**config.mk**
```make
export PLATFORM = sky130hd
export DESIGN_NAME = multi_mode_ff_bank
export DESIGN_NICKNAME = d
export VERILOG_FILES = /design/src/rtl/multi_mode_ff_bank.sv
export SDC_FILE = /design/constraint.sdc
export NUM_CORES = 1
export LEC_CHECK = 0
export CAP_MARGIN = 20
export CORE_MARGIN = 3
export CORE_UTILIZATION = 44
export DETAILED_ROUTE_END_ITERATION = 7
export PLACE_DENSITY = 0.9
export SLEW_MARGIN = 0
export SYNTH_ARGS = -nofsm -noshare
export SYNTH_HDL_FRONTEND = slang
export SYNTH_SLANG_ARGS = --single-unit
```
**constraint.sdc**
```tcl
create_clock -name clk -period 2.3 [get_ports clk]
set_input_delay 0.23 -clock clk [delete_from_list [all_inputs] [get_ports clk]]
set_output_delay 0.23 -clock clk [all_outputs]
set_load 0.02 [all_outputs]
```
**src/rtl/multi_mode_ff_bank.sv**
```systemverilog
// Bank of WIDTH flip-flops that can act as SR, JK, D or T bits, selected per cycle by mode.
// It also has a parallel load, a per-bit change/invalid flag and a saturating SR-conflict counter.
module multi_mode_ff_bank #(
  parameter int unsigned       WIDTH          = 8,
  parameter int unsigned       INVALID_POLICY = 0,
  parameter logic [WIDTH-1:0]  RST_VAL        = {WIDTH{1'b0}},
  parameter int unsigned       ERR_CNT_W      = 8
) (
  input  logic                 clk,
  input  logic                 rst,
  input  logic                 en,
  input  logic [1:0]           mode,
  input  logic [WIDTH-1:0]     a,
  input  logic [WIDTH-1:0]     b,
  input  logic                 load,
  input  logic [WIDTH-1:0]     load_val,
  input  logic                 clr_err,
  output logic [WIDTH-1:0]     q,
  output logic [WIDTH-1:0]     q_n,
  output logic [WIDTH-1:0]     changed,
  output logic [WIDTH-1:0]     invalid_mask,
  output logic                 err_sticky,
  output logic [ERR_CNT_W-1:0] err_count
);

  typedef enum logic [1:0] {
    ModeSr = 2'b00,
    ModeJk = 2'b01,
    ModeD  = 2'b10,
    ModeT  = 2'b11
  } mode_e;

  localparam logic [ERR_CNT_W-1:0] CntMax = {ERR_CNT_W{1'b1}};
  localparam logic [ERR_CNT_W-1:0] CntOne = {{(ERR_CNT_W-1){1'b0}}, 1'b1};

  logic [WIDTH-1:0]     q_q, q_d;
  logic [WIDTH-1:0]     changed_q, changed_d;
  logic [WIDTH-1:0]     invalid_q, invalid_d;
  logic                 err_sticky_q, err_sticky_d;
  logic [ERR_CNT_W-1:0] err_count_q, err_count_d;

  mode_e            mode_sel;
  logic [WIDTH-1:0] sr_both;
  logic [WIDTH-1:0] sr_base;
  logic [WIDTH-1:0] sr_resolved;
  logic [WIDTH-1:0] sr_next;
  logic [WIDTH-1:0] jk_next;
  logic [WIDTH-1:0] func_next;
  logic [WIDTH-1:0] func_invalid;
  logic [WIDTH-1:0] q_next;
  logic             err_event;

  assign mode_sel = mode_e'(mode);

  // SR: 00 hold, 01 clear, 10 set; the 11 bits are overridden by the policy value below.
  always_comb begin
    sr_both = a & b;
    sr_base = (q_q | a) & ~b;
    sr_resolved = q_q;
    case (INVALID_POLICY)
      1:       sr_resolved = {WIDTH{1'b0}};
      2:       sr_resolved = {WIDTH{1'b1}};
      3:       sr_resolved = ~q_q;
      default: sr_resolved = q_q;
    endcase
    sr_next = (sr_base & ~sr_both) | (sr_resolved & sr_both);
    jk_next = (a & ~q_q) | (~b & q_q);
  end

  always_comb begin
    func_next    = q_q;
    func_invalid = {WIDTH{1'b0}};
    case (mode_sel)
      ModeSr: begin
        func_next    = sr_next;
        func_invalid = sr_both;
      end
      ModeJk:  func_next = jk_next;
      ModeD:   func_next = a;
      ModeT:   func_next = q_q ^ a;
      default: func_next = q_q;
    endcase
  end

  // Priority below reset: load, then enable, then hold.
  always_comb begin
    q_next    = q_q;
    invalid_d = {WIDTH{1'b0}};
    if (load) begin
      q_next = load_val;
    end else if (en) begin
      q_next    = func_next;
      invalid_d = func_invalid;
    end
    if (rst) begin
      invalid_d = {WIDTH{1'b0}};
    end
  end

  assign err_event = |invalid_d;

  always_comb begin
    q_d          = q_next;
    changed_d    = q_next ^ q_q;
    err_sticky_d = err_sticky_q;
    err_count_d  = err_count_q;
    if (rst) begin
      q_d          = RST_VAL;
      changed_d    = {WIDTH{1'b0}};
      err_sticky_d = 1'b0;
      err_count_d  = {ERR_CNT_W{1'b0}};
    end else if (err_event) begin
      // A new event on the clearing edge restarts the count at one.
      err_sticky_d = 1'b1;
      if (clr_err) begin
        err_count_d = CntOne;
      end else if (err_count_q != CntMax) begin
        err_count_d = err_count_q + CntOne;
      end
    end else if (clr_err) begin
      err_sticky_d = 1'b0;
      err_count_d  = {ERR_CNT_W{1'b0}};
    end
  end

  always_ff @(posedge clk) begin
    q_q          <= q_d;
    changed_q    <= changed_d;
    invalid_q    <= invalid_d;
    err_sticky_q <= err_sticky_d;
    err_count_q  <= err_count_d;
  end

  assign q            = q_q;
  assign q_n          = ~q_q;
  assign changed      = changed_q;
  assign invalid_mask = invalid_q;
  assign err_sticky   = err_sticky_q;
  assign err_count    = err_count_q;

endmodule

```
==> flow_summary.ini <==
[final_layout]
fillCellCount = 336
final_common_cell = clkdlybuf4s50_1
final_cell_area_mm2 = 0.002824
drive_gt1_frac = 0.07547
antenna_cells = 0
mostFrequentLayoutCells = clkdlybuf4s50_1 (71), dfxtp_1 (33), nor2_1 (26)
final_net_count = 357
syn2layout_area_growth_pct = 45.61

[setup_path]
r2r_setup_slack_ns = 0.52
rr_worst_depth = 5
crit_fanout = 4
worstPathArrival_ns = 2.19
end_kind = register
cp.required_ns = 2.51
crit_type = in2reg
r2r-start = err_count[0]
r2r_end = err_count[4]
cp-start-kind = input port

[drt]
via_per_inst = 5.557
via_count = 2045
ant_nets = 0
first_iter_violations = 165
wl_per_cell_um = 14.56
dr.pass1.iters = 4
wirelength_um = 5359
drc_errors = 0

[sta]
max_slew_margin = 0.7134
final_max_slew_viol_count = 0
min_period_over_period = 0.8572
tightest_slew_ns = 0.4244
period_needed_ns = 1.971
fmax_mhz = 507.2
rsz0062_at_grt = no
finalHoldViolCount = 0
skew_ns = 0.007703
setup_tns_ns = 0
setup_viol = 0

[worst_hold_path]
hold_depth = 2
hold_class = reg2reg
hold_end = err_sticky
hold_path.startpoint = err_sticky

[clock_tree]
clk_latency_ns = 0.28
cts_sinks = 33
clk_pin_slew_ns = 0.07
cts_tree = built
post_cts_buffers = 0
cts-root-buf = clkbuf_8
cts.hold.buffers_added = 0
cts-htree-levels = 2
cts_repair_resize_count = 0
ctsLongestPathBuffers = 2
cts_buffers = 5

[pwr]
p_switching_mw = 0.4354
p_total_mw = 1.454
clockPowerShare = 0.288
ir_drop_mv = 0.3045
power.density_mw_per_mm2 = 514.7
leakagePower_nw = 1.158
seq_power_share = 0.431
intPower_mw = 1.018
p_sw_frac = 0.2996
share_comb_of_total_power = 0.281

[die]
start_util = 0.4713
die-area_mm2 = 0.005240
pin_count = 72
die_w_um = 72.39
rows = 23
coreArea_mm2 = 0.004115
die_h_um = 72.39

[synth]
async_flop_share = 0
syn-cell-area_mm2 = 0.001939
avgSynthCellArea_um2 = 8.081
synth-seq-cells = 33
synth_area_leaders = dfxtp_1 (34%), ha_1 (5.8%), nor2_1 (5.0%)
synth-edff-count = 0
yosys_warnings = 0
synth_mux_area_frac = 0.04194
yosysTopAreaCell = dfxtp_1
synth-xor-area-share = 0.03161
synthDistinctLibCells = 43
synthesis.nets = 280
synth_compound_area_frac = 0.2174
synth-main-ff-cell = dfxtp_1
synthSimpleGateAreaFrac = 0.2381
synth-seq-area-share = 0.3406
synth-adder-area-share = 0.05806
synth_top_family_by_area = simple AND/OR/NAND/NOR gates
synth_cells = 240
synth_top_area_frac = 0.3406

[run]
maxCapViolations = 0

[place]
portBuffers = 71
hpwl_um = 4199
gp_congestion = 0.9311
place_area_mm2 = 0.002741

[status]
outcome = finished, final reports clean

[global_route]
antenna_found_initial = 0
grt_max_degree = 21
grt_overflow = 0
grt_pass1_vias = 1890
grt_util_all_layers = 0.2100
grt_pass1_wl_um = 8700
-- worst max-delay path: stages --
cell and delay [ns]:
clkdlybuf4s50_1 0.53, nand2b_4 0.09, or4_1 0.42, o21bai_1 0.22, or4_1 0.53, a21oi_1 0.16
-- logic make-up after synthesis --
logic type               after synthesis
buffers and inverters                 36
AND/OR/NAND/NOR                       89
adder cells (fa/ha/maj)                9
AO/OA/AOI/OAI                         58
XOR/XNOR                               7
multiplexers                           8
flip-flops                            33
-- power groups by stage --
stage          clock network, mW  registers, mW  logic (mW)
2_1_floorplan                  0          0.672       0.182
3_3_place_gp                   0          0.638       0.398
3_5_place_dp                   0          0.639       0.408
4_1_cts                    0.424          0.626       0.410
5_1_grt                    0.455          0.631       0.444
6_report                   0.419          0.626       0.409
-- worst max path at each step --
stage / to / depth (start not counted) / from / slack, ns
2_1_floorplan: changed[7] / 7 / q[7] / 0.41
3_3_place_gp: err_count[4] / 6 / en / 0.13
3_5_place_dp: err_count[4] / 6 / en / 0.09
4_1_cts: err_count[4] / 6 / en / 0.33
5_1_grt: err_count[4] / 6 / en / 0.27
6_report: err_count[4] / 6 / en / 0.33
-- through the flow --
stage / hold WS, ns / util / setup WS, ns / std cells
2_1_floorplan: 0.3665 / - / 0.4092 / 240
3_3_place_gp: 0.4364 / 0.6662 / 0.1278 / 360
3_5_place_dp: 0.4425 / 0.6662 / 0.08662 / 360
4_1_cts: 0.4514 / 0.6862 / 0.3323 / 368
5_1_grt: 0.5010 / 0.6862 / 0.2708 / 368
6_report: 0.4500 / 0.6862 / 0.3285 / 368
-- layer usage --
layer / vias to the layer above / share of wire / global-route usage
met1: 960 / 0.43 / 0.2646
met3: 8 / 0.064 / 0.04571
met5: - / 0 / 0
met2: 71 / 0.49 / 0.3579
met4: 0 / 0.014 / 0.06352
li1: 1006 / - / -
-- cells in the mapped netlist, types with 3 or more instances --
| master | n |
|---|---|
| nand2b_1 | 6 |
| o21ai_0 | 4 |
| nor3_1 | 6 |
| nor2b_1 | 7 |
| mux2i_1 | 7 |
| o311ai_0 | 3 |
| buf_2 | 4 |
| o31ai_1 | 7 |
| xnor2_1 | 7 |
| nor2_1 | 26 |
| a21oi_1 | 15 |
| inv_1 | 25 |
| nand2_1 | 16 |
| clkbuf_1 | 7 |
| ha_1 | 9 |
| a211oi_1 | 6 |
| and3_1 | 4 |
| nand3_1 | 7 |
| dfxtp_1 | 33 |
| a221oi_1 | 6 |
| nand3b_1 | 4 |
-- final cells by class --
cell class                      instances  area (µm²)  area share
Multi-Input combinational cell        171        1139      0.4032
Inverter                               25       93.84     0.03323
Tap cell                               50       62.56     0.02215
Timing Repair Buffer                   81       785.8      0.2782
Clock buffer                            6       72.57     0.02570
Sequential cell                        33       660.6      0.2339
Clock inverter                          2       10.01    0.003545
-- state kept, by name, summed over array words and instances (netlist names) --
register and cells:
changed 8, err_count 8, err_sticky 1, invalid_mask 8, q 8
Power figures use the tool's default switching activity.
